File: src/rtl/turn_signal_sequencer.sv
// turn_signal_sequencer
//   Drives the six tail lamps of the TurnSignal design: a 3-step sweep for
//   left/right turns and an all-on/all-off hazard flash. A free-running
//   prescaler divides clock_in into a one-cycle step_tick enable; the lamp FSM
//   only advances on that enable, so no derived clock exists.
//
// Optional build macro TICK_EXT_EN:
//   defined   -> adds port tick_in, drops the prescaler; step_tick = tick_in & reset_n
//   undefined -> internal prescaler of TICK_DIV cycles (default build)
//
// Ports
//   clock_in     in   1  board clock, all logic on posedge
//   reset_n      in   1  synchronous active-low reset
//   left_req     in   1  left-turn switch level (synchronised)
//   right_req    in   1  right-turn switch level (synchronised)
//   hazard_req   in   1  hazard switch level (synchronised)
//   tick_in      in   1  external step enable (TICK_EXT_EN builds only)
//   left_lamps   out  3  left lamps, bit0 innermost, registered
//   right_lamps  out  3  right lamps, bit0 innermost, registered
//   step_tick    out  1  one-cycle pulse when the FSM may advance
//
// State  | meaning
// -------+------------------------------------------------
// IDLE   | all lamps off, waiting for a request
// L1..L3 | left sweep, 1/2/3 lamps lit
// R1..R3 | right sweep, 1/2/3 lamps lit
// HON    | hazard flash, all six lamps lit
// HOFF   | hazard flash, all lamps off
module turn_signal_sequencer #(
  parameter int unsigned TICK_DIV = 12_500_000,
  parameter int unsigned CNT_W    = 32
) (
  input  logic       clock_in,
  input  logic       reset_n,
  input  logic       left_req,
  input  logic       right_req,
  input  logic       hazard_req,
`ifdef TICK_EXT_EN
  input  logic       tick_in,
`endif
  output logic [2:0] left_lamps,
  output logic [2:0] right_lamps,
  output logic       step_tick
);

  typedef enum logic [3:0] {
    S_IDLE, S_L1, S_L2, S_L3, S_R1, S_R2, S_R3, S_HON, S_HOFF
  } state_e;

  typedef enum logic [1:0] {
    REQ_NONE, REQ_LEFT, REQ_RIGHT, REQ_HAZ
  } req_e;

  state_e state;
  state_e state_nxt;
  req_e   eff_req;

`ifdef TICK_EXT_EN
  assign step_tick = tick_in & reset_n;
`else
  localparam logic [CNT_W-1:0] CNT_LAST = CNT_W'(TICK_DIV - 1);

  logic [CNT_W-1:0] count;

  always_ff @(posedge clock_in) begin
    if (!reset_n) begin
      count <= '0;
    end else if (count == CNT_LAST) begin
      count <= '0;
    end else begin
      count <= count + CNT_W'(1);
    end
  end

  // Gated with reset_n so the tick can never fire in a reset cycle.
  assign step_tick = reset_n & (count == CNT_LAST);
`endif

  function automatic logic [2:0] left_pattern(input state_e s);
    case (s)
      S_L1:       left_pattern = 3'b001;
      S_L2:       left_pattern = 3'b011;
      S_L3, S_HON: left_pattern = 3'b111;
      default:    left_pattern = 3'b000;
    endcase
  endfunction

  function automatic logic [2:0] right_pattern(input state_e s);
    case (s)
      S_R1:       right_pattern = 3'b001;
      S_R2:       right_pattern = 3'b011;
      S_R3, S_HON: right_pattern = 3'b111;
      default:    right_pattern = 3'b000;
    endcase
  endfunction

  // Both turn switches at once are treated as a hazard request.
  always_comb begin
    eff_req = REQ_NONE;
    if (hazard_req || (left_req && right_req)) begin
      eff_req = REQ_HAZ;
    end else if (left_req) begin
      eff_req = REQ_LEFT;
    end else if (right_req) begin
      eff_req = REQ_RIGHT;
    end
  end

  // Any change of direction from a sweep goes through IDLE first, which
  // guarantees one all-off step between unrelated patterns.
  always_comb begin
    state_nxt = S_IDLE;
    case (state)
      S_IDLE: begin
        case (eff_req)
          REQ_HAZ:   state_nxt = S_HON;
          REQ_LEFT:  state_nxt = S_L1;
          REQ_RIGHT: state_nxt = S_R1;
          default:   state_nxt = S_IDLE;
        endcase
      end
      S_L1:    state_nxt = (eff_req == REQ_LEFT)  ? S_L2 : S_IDLE;
      S_L2:    state_nxt = (eff_req == REQ_LEFT)  ? S_L3 : S_IDLE;
      S_L3:    state_nxt = S_IDLE;
      S_R1:    state_nxt = (eff_req == REQ_RIGHT) ? S_R2 : S_IDLE;
      S_R2:    state_nxt = (eff_req == REQ_RIGHT) ? S_R3 : S_IDLE;
      S_R3:    state_nxt = S_IDLE;
      S_HON:   state_nxt = S_HOFF;
      S_HOFF:  state_nxt = (eff_req == REQ_HAZ)   ? S_HON : S_IDLE;
      default: state_nxt = S_IDLE;
    endcase
  end

  always_ff @(posedge clock_in) begin
    if (!reset_n) begin
      state       <= S_IDLE;
      left_lamps  <= 3'b000;
      right_lamps <= 3'b000;
    end else if (step_tick) begin
      state       <= state_nxt;
      left_lamps  <= left_pattern(state_nxt);
      right_lamps <= right_pattern(state_nxt);
    end
  end

endmodule
File: config.mk
export PLATFORM = sky130hd
export DESIGN_NAME = turn_signal_sequencer
export DESIGN_NICKNAME = d
export VERILOG_FILES = /design/src/rtl/turn_signal_sequencer.sv
export SDC_FILE = /design/constraint.sdc
export NUM_CORES = 1
export LEC_CHECK = 0
export CAP_MARGIN = 20
export CORE_MARGIN = 1.5
export CORE_UTILIZATION = 35
export DETAILED_ROUTE_END_ITERATION = 7
export PLACE_DENSITY = 0.59
export SYNTH_ARGS = -nofsm -noshare
export SYNTH_HDL_FRONTEND = slang
export SYNTH_SLANG_ARGS = --single-unit
File: constraint.sdc
create_clock -name clock_in -period 6.15 [get_ports clock_in]
set_clock_uncertainty 0.15 [all_clocks]
set_input_delay 1.23 -clock clock_in [delete_from_list [all_inputs] [get_ports clock_in]]
set_output_delay 1.23 -clock clock_in [all_outputs]
set_load 0.05 [all_outputs]
======== Word level (Yosys, flattened, before mapping) ========
Cells that the tools add are included.
cells by class
  add/subtract/negate cells ............... 1
  equality and inequality tests ........... 17
  mux-type cells .......................... 12
  bitwise gates (word level) .............. 2
  reductions and logical operators ........ 6
operator list
  cell                   count
  $add 32x1->32 const B  1
  $eq 32x24->1 const B   1
  $eq 4x3->1 const B     7
  $pmux 4 s7             1
  $pmux 3 s3             3
  $eq 4x2->1 const B     3
  $mux 2                 5
  $mux 3                 3
  $eq 4x1->1 const B     2
  $reduce_or 2->1        3
  $eq 2x2->1 const B     2
  $eq 4x4->1 const B     1
  $logic_not 4->1        1
  $eq 2x1->1 const B     1
  $and 1x1->1            1
  $logic_and 1x1->1      1
  $logic_or 1x1->1       1
  $not 1->1              1
storage, ports and cells
  register bits after elaboration ......... 42
  bits of input ports ..................... 5
  output and inout bits ................... 7

======== Logic depth before layout (Yosys ltp) ========
  depth after elaboration ................. 9
  gate-level depth with buffers ........... 8
  depth with buffers taken out ............ 7

======== Worst setup path after synthesis ========
OpenSTA, ideal clock, no wires.
  path type ............................... input -> output
  from .................................... input reset_n
  to ...................................... output step_tick
  data arrival time ....................... 2.546 ns
  path slack .............................. 2.224 ns
  cell stages on the path ................. 2
  cells stage by stage .................... clkinv_1 nor3_1
on the way
  longest elaborated chain between the ends .. 1
ends and longest elaborated chain
  item         RTL line  source
  from (decl)  34        input logic reset_n,
  $and 1x1->1  76        assign step_tick = reset_n & (count == CNT_LAST);
  to (decl)    43        output logic step_tick
Every way passes these cells.

======== Worst setup path in the final report ========
Same ends and word-level chain as after synthesis.

==> results.txt <==
* Status: complete, no violations
- Net count, final: 246
- STA puts the critical path data required time at about 4.8 ns.
* Clk buf depth: 2
- The worst setup path is captured at a primary output.
- H-tree levels: 2
- Number of setup violations in the final report: 0
- Internal Pwr Total: 0.000411 W
- Net load switching power: roughly 0.0001 W
- Most instantiated library cell after synthesis: sky130_fd_sc_hd__nor2_1
- RSZ-0062 raised after global routing: false
- Avg Vias per Cell: 4.97
* Setup TNS: 0 ns
* Type of the worst setup path: in2out
- In this run the critical register-to-register path is launched from count[0]$_SDFF_PP0_.
- The clock period could shrink to 4.49 ns.
* Switching share of power: 0.200
* Part of the power in the clock network: 0.427
- In this run the remaining antenna-violating nets after routing total 0.
- On the critical path the largest part of the delay comes from buffers and inverters.
- Number of enable flip-flop cells after synthesis: 0
- Worst Slack Setup Final: 1.66 ns
- The die covers ~6300 um^2.
- Number of vias after detailed routing: 1552
- Dividing total power by cell area gives a power density of 223 nW/um^2.
* CP peak stage delay: 0.83 ns
- Register share of total power: 0.534
* Max_slew headroom: 0.397
- Worst Setup Slack post-DPL: 1.63 ns
* Category of the worst setup path launch point: input pin
* Total routed wirelength: about 3.7 mm
- At the pin with the least slew margin, the transition time is 0.898 ns.
- Routed len/inst: 11.9 um
* Number of buffers inserted during clock tree synthesis: 5
* Total nets after synthesis: roughly 240
- Counting every sink on the clock net gives 42.
- Slowest-stage cell, CP: sky130_fd_sc_hd__clkdlybuf4s50_1
- The most used flip-flop cell after synthesis is sky130_fd_sc_hd__dfxtp_1.
- The die is approximately 80 um wide.
- The share of total power dissipated in combinational logic is 0.039.
* Last weighted congestion value of the routability-driven placer: 0.751
* Ordered cell list for the critical path: clkdlybuf4s50_1 -> clkinv_1 -> nor3_1 -> clkdlybuf4s50_1
- The die is roughly 80 um tall.
- For this run, asynchronously set or reset flops after synthesis account for 0.
- Maximum capacitance violations: 0
* Post-route DRC: 0
- Summing every instance area after synthesis gives 2060 um^2.
- Fmax: 0.223 GHz
- Post-CTS Hold Fix Bufs: 0
- After the first detailed-routing iteration, the DRC count stood at 67.
- Period Utilization, post-route: 0.730
* I/O pins: 12
- The final count of pins violating max slew was 0.
* Cell repeated most along the worst path: sky130_fd_sc_hd__clkdlybuf4s50_1
* Leak: 0.765 nW
- The via count of the first global-routing pass was between 1000 and 1500.
- Rows: 27
* Core box area: roughly 5600 um^2
* Post-cts gate resize count: 0
- After synthesis, the cell types taking the most area are sky130_fd_sc_hd__dfxtp_1, sky130_fd_sc_hd__nor2_1, sky130_fd_sc_hd__xor2_1, sky130_fd_sc_hd__xnor2_1, sky130_fd_sc_hd__nand3_1.
- Worst Path Arrival: 3.11 ns
- Area share of the leading cell type in the synthesized netlist: 0.409
- The count of endpoints failing hold in the final timing report is 0.
* DP HPWL: 2.55 mm
- Synth-to-Final Area Change: 11.9%
- Share of synthesized area occupied by flip-flops and latches: 0.409
- Critical Path Fanout Max: 10
- In the final layout, the share of cells above drive strength 1 is 0.0792.
- Initial Util: 0.369
- In this run, synthesis produced a sequential element count of 42.
* Distinct cell type count after synthesis: 43
- Type of the worst min-delay path: reg2reg
* Number of warning messages in the yosys log: 0
* Ant. Diodes: 0
- Mean Syn Cell Area: 8.91 um^2
- Post-CTS setup-driven buffer insertion count: 0
* Largest net degree at the start of global routing: 33
- Ranked by instance count, the synthesized netlist is headed by sky130_fd_sc_hd__nor2_1, sky130_fd_sc_hd__dfxtp_1, sky130_fd_sc_hd__xor2_1.
- Total buffers and inverters traversed by the critical path: 3
* Clock slew seen by the registers of the worst setup and hold paths: 0.08 ns
- Tracing the worst setup path back leads to its startpoint at reset_n.
* Peak VDD IR: 0.0880 mV
* GRT Overall Usage: 0.130
* Post-Syn Instances: 231
- The first global-routing pass estimated approximately 6.5 mm of wire.
- Clock tree from TritonCTS: yes
- Leftover overflow at the end of global routing: 0
* Worst skew pair latency: 0.29 ns
- Initial antenna violation count: 0
- Cell type with the largest total area after synthesis: sky130_fd_sc_hd__dfxtp_1
- The worst hold path begins at count[0]$_SDFF_PP0_.
- The count of buffers added on input and output ports is 11.
- The tree is rooted in a sky130_fd_sc_hd__clkbuf_8.
* Pre-antenna DRT Iters: 4
## metrics by stage
| stage | cells | power [W] | cell area, um^2 | util | hold slack, ns |
|---|---|---|---|---|---|
| detailed placement | 305 | 0.000301 | 2190 | 0.393 | 0.287 |
| CTS | 312 | 0.000523 | 2300 | 0.413 | 0.300 |
| global route | 312 | 0.000536 | 2300 | 0.413 | 0.324 |
| global placement | 305 | 0.000301 | 2190 | 0.393 | 0.283 |
| floorplan | 231 | 0.000295 | 2060 | - | 0.268 |
| finish | 312 | 0.000514 | 2300 | 0.413 | 0.298 |
## placed cells by master, fill, tap and decap left out, drive strengths merged
master / Yosys / routed
dfxtp: 42 / 42
nor2b: 3 / 3
xor2: 18 / 18
o31ai: 2 / 2
o311ai: 1 / 1
and4: 3 / 3
nand4bb: 1 / 1
ha: 1 / 1
or3b: 1 / 1
o21ai: 1 / 1
a311oi: 1 / 1
a31oi: 1 / 1
xnor2: 12 / 12
bufinv: 0 / 1
and2: 3 / 3
or3: 2 / 2
and4bb: 1 / 1
and3: 7 / 7
nand3b: 2 / 2
a41oi: 1 / 1
a21oi: 4 / 4
a211oi: 3 / 3
nor3: 3 / 3
clkbuf: 2 / 6
nor4: 8 / 8
a2111oi: 1 / 1
clkinv: 1 / 1
nand4: 8 / 8
mux2i: 4 / 4
nand2: 12 / 12
a22oi: 1 / 1
a21o: 1 / 1
nand3: 12 / 12
nor2: 55 / 55
clkdlybuf4s50: 0 / 11
nand2b: 3 / 3
buf: 8 / 1
inv: 2 / 2
## layout make-up
| type | instances | area [um^2] |
|---|---|---|
| Inverter | 3 | 11.3 |
| Multi-Input combinational cell | 176 | 1130 |
| Clock inverter | 1 | 30.0 |
| Sequential cell | 42 | 841 |
| Fill cell | 571 | 3270 |
| Clock buffer | 6 | 82.6 |
| Tap cell | 72 | 90.1 |
| Timing Repair Buffer | 12 | 118 |
## state kept, by name, summed over array words and instances (netlist names)
name         flops
left_lamps       3
count           32
state            4
right_lamps      3
## path summary, 6_finish.rpt
kind	endpoint	slack (ns)	cells past startpoint
worst min register to register	count[0]$_SDFF_PP0_	0.30	1
worst max-delay path	step_tick	1.66	4
worst max register to register	count[22]$_SDFF_PP0_	3.38	8
worst min-delay path	count[0]$_SDFF_PP0_	0.30	1
## cell families after synthesis
kind of cell / share of synthesized area
muxes: 0.0195
and+or+nand+nor: 0.318
xor gates and xnor gates: 0.128
adders and majority gates: 0.00608
DFF: 0.409
buffers and inverters: 0.0426
AOI/OAI and AO/OA: 0.0778
## power groups by stage
| stage | clock network [W] | logic, W | registers [W] |
|---|---|---|---|
| final | 0.000219 | 0.0000202 | 0.000275 |
| after detailed placement | 0 | 0.0000202 | 0.000281 |
| after floorplan | 0 | 0.0000139 | 0.000281 |
| after global routing | 0.000239 | 0.0000222 | 0.000275 |
| after global placement | 0 | 0.0000201 | 0.000281 |
| after CTS | 0.000228 | 0.0000202 | 0.000275 |
## layer usage
layer / GRT usage / share of wire
met3: 0.0377 / 0.026
met2: 0.195 / 0.42
met1: 0.178 / 0.54
met5: 0 / 0
met4: 0.0421 / 0.0078
Power figures use the tool's default switching activity.
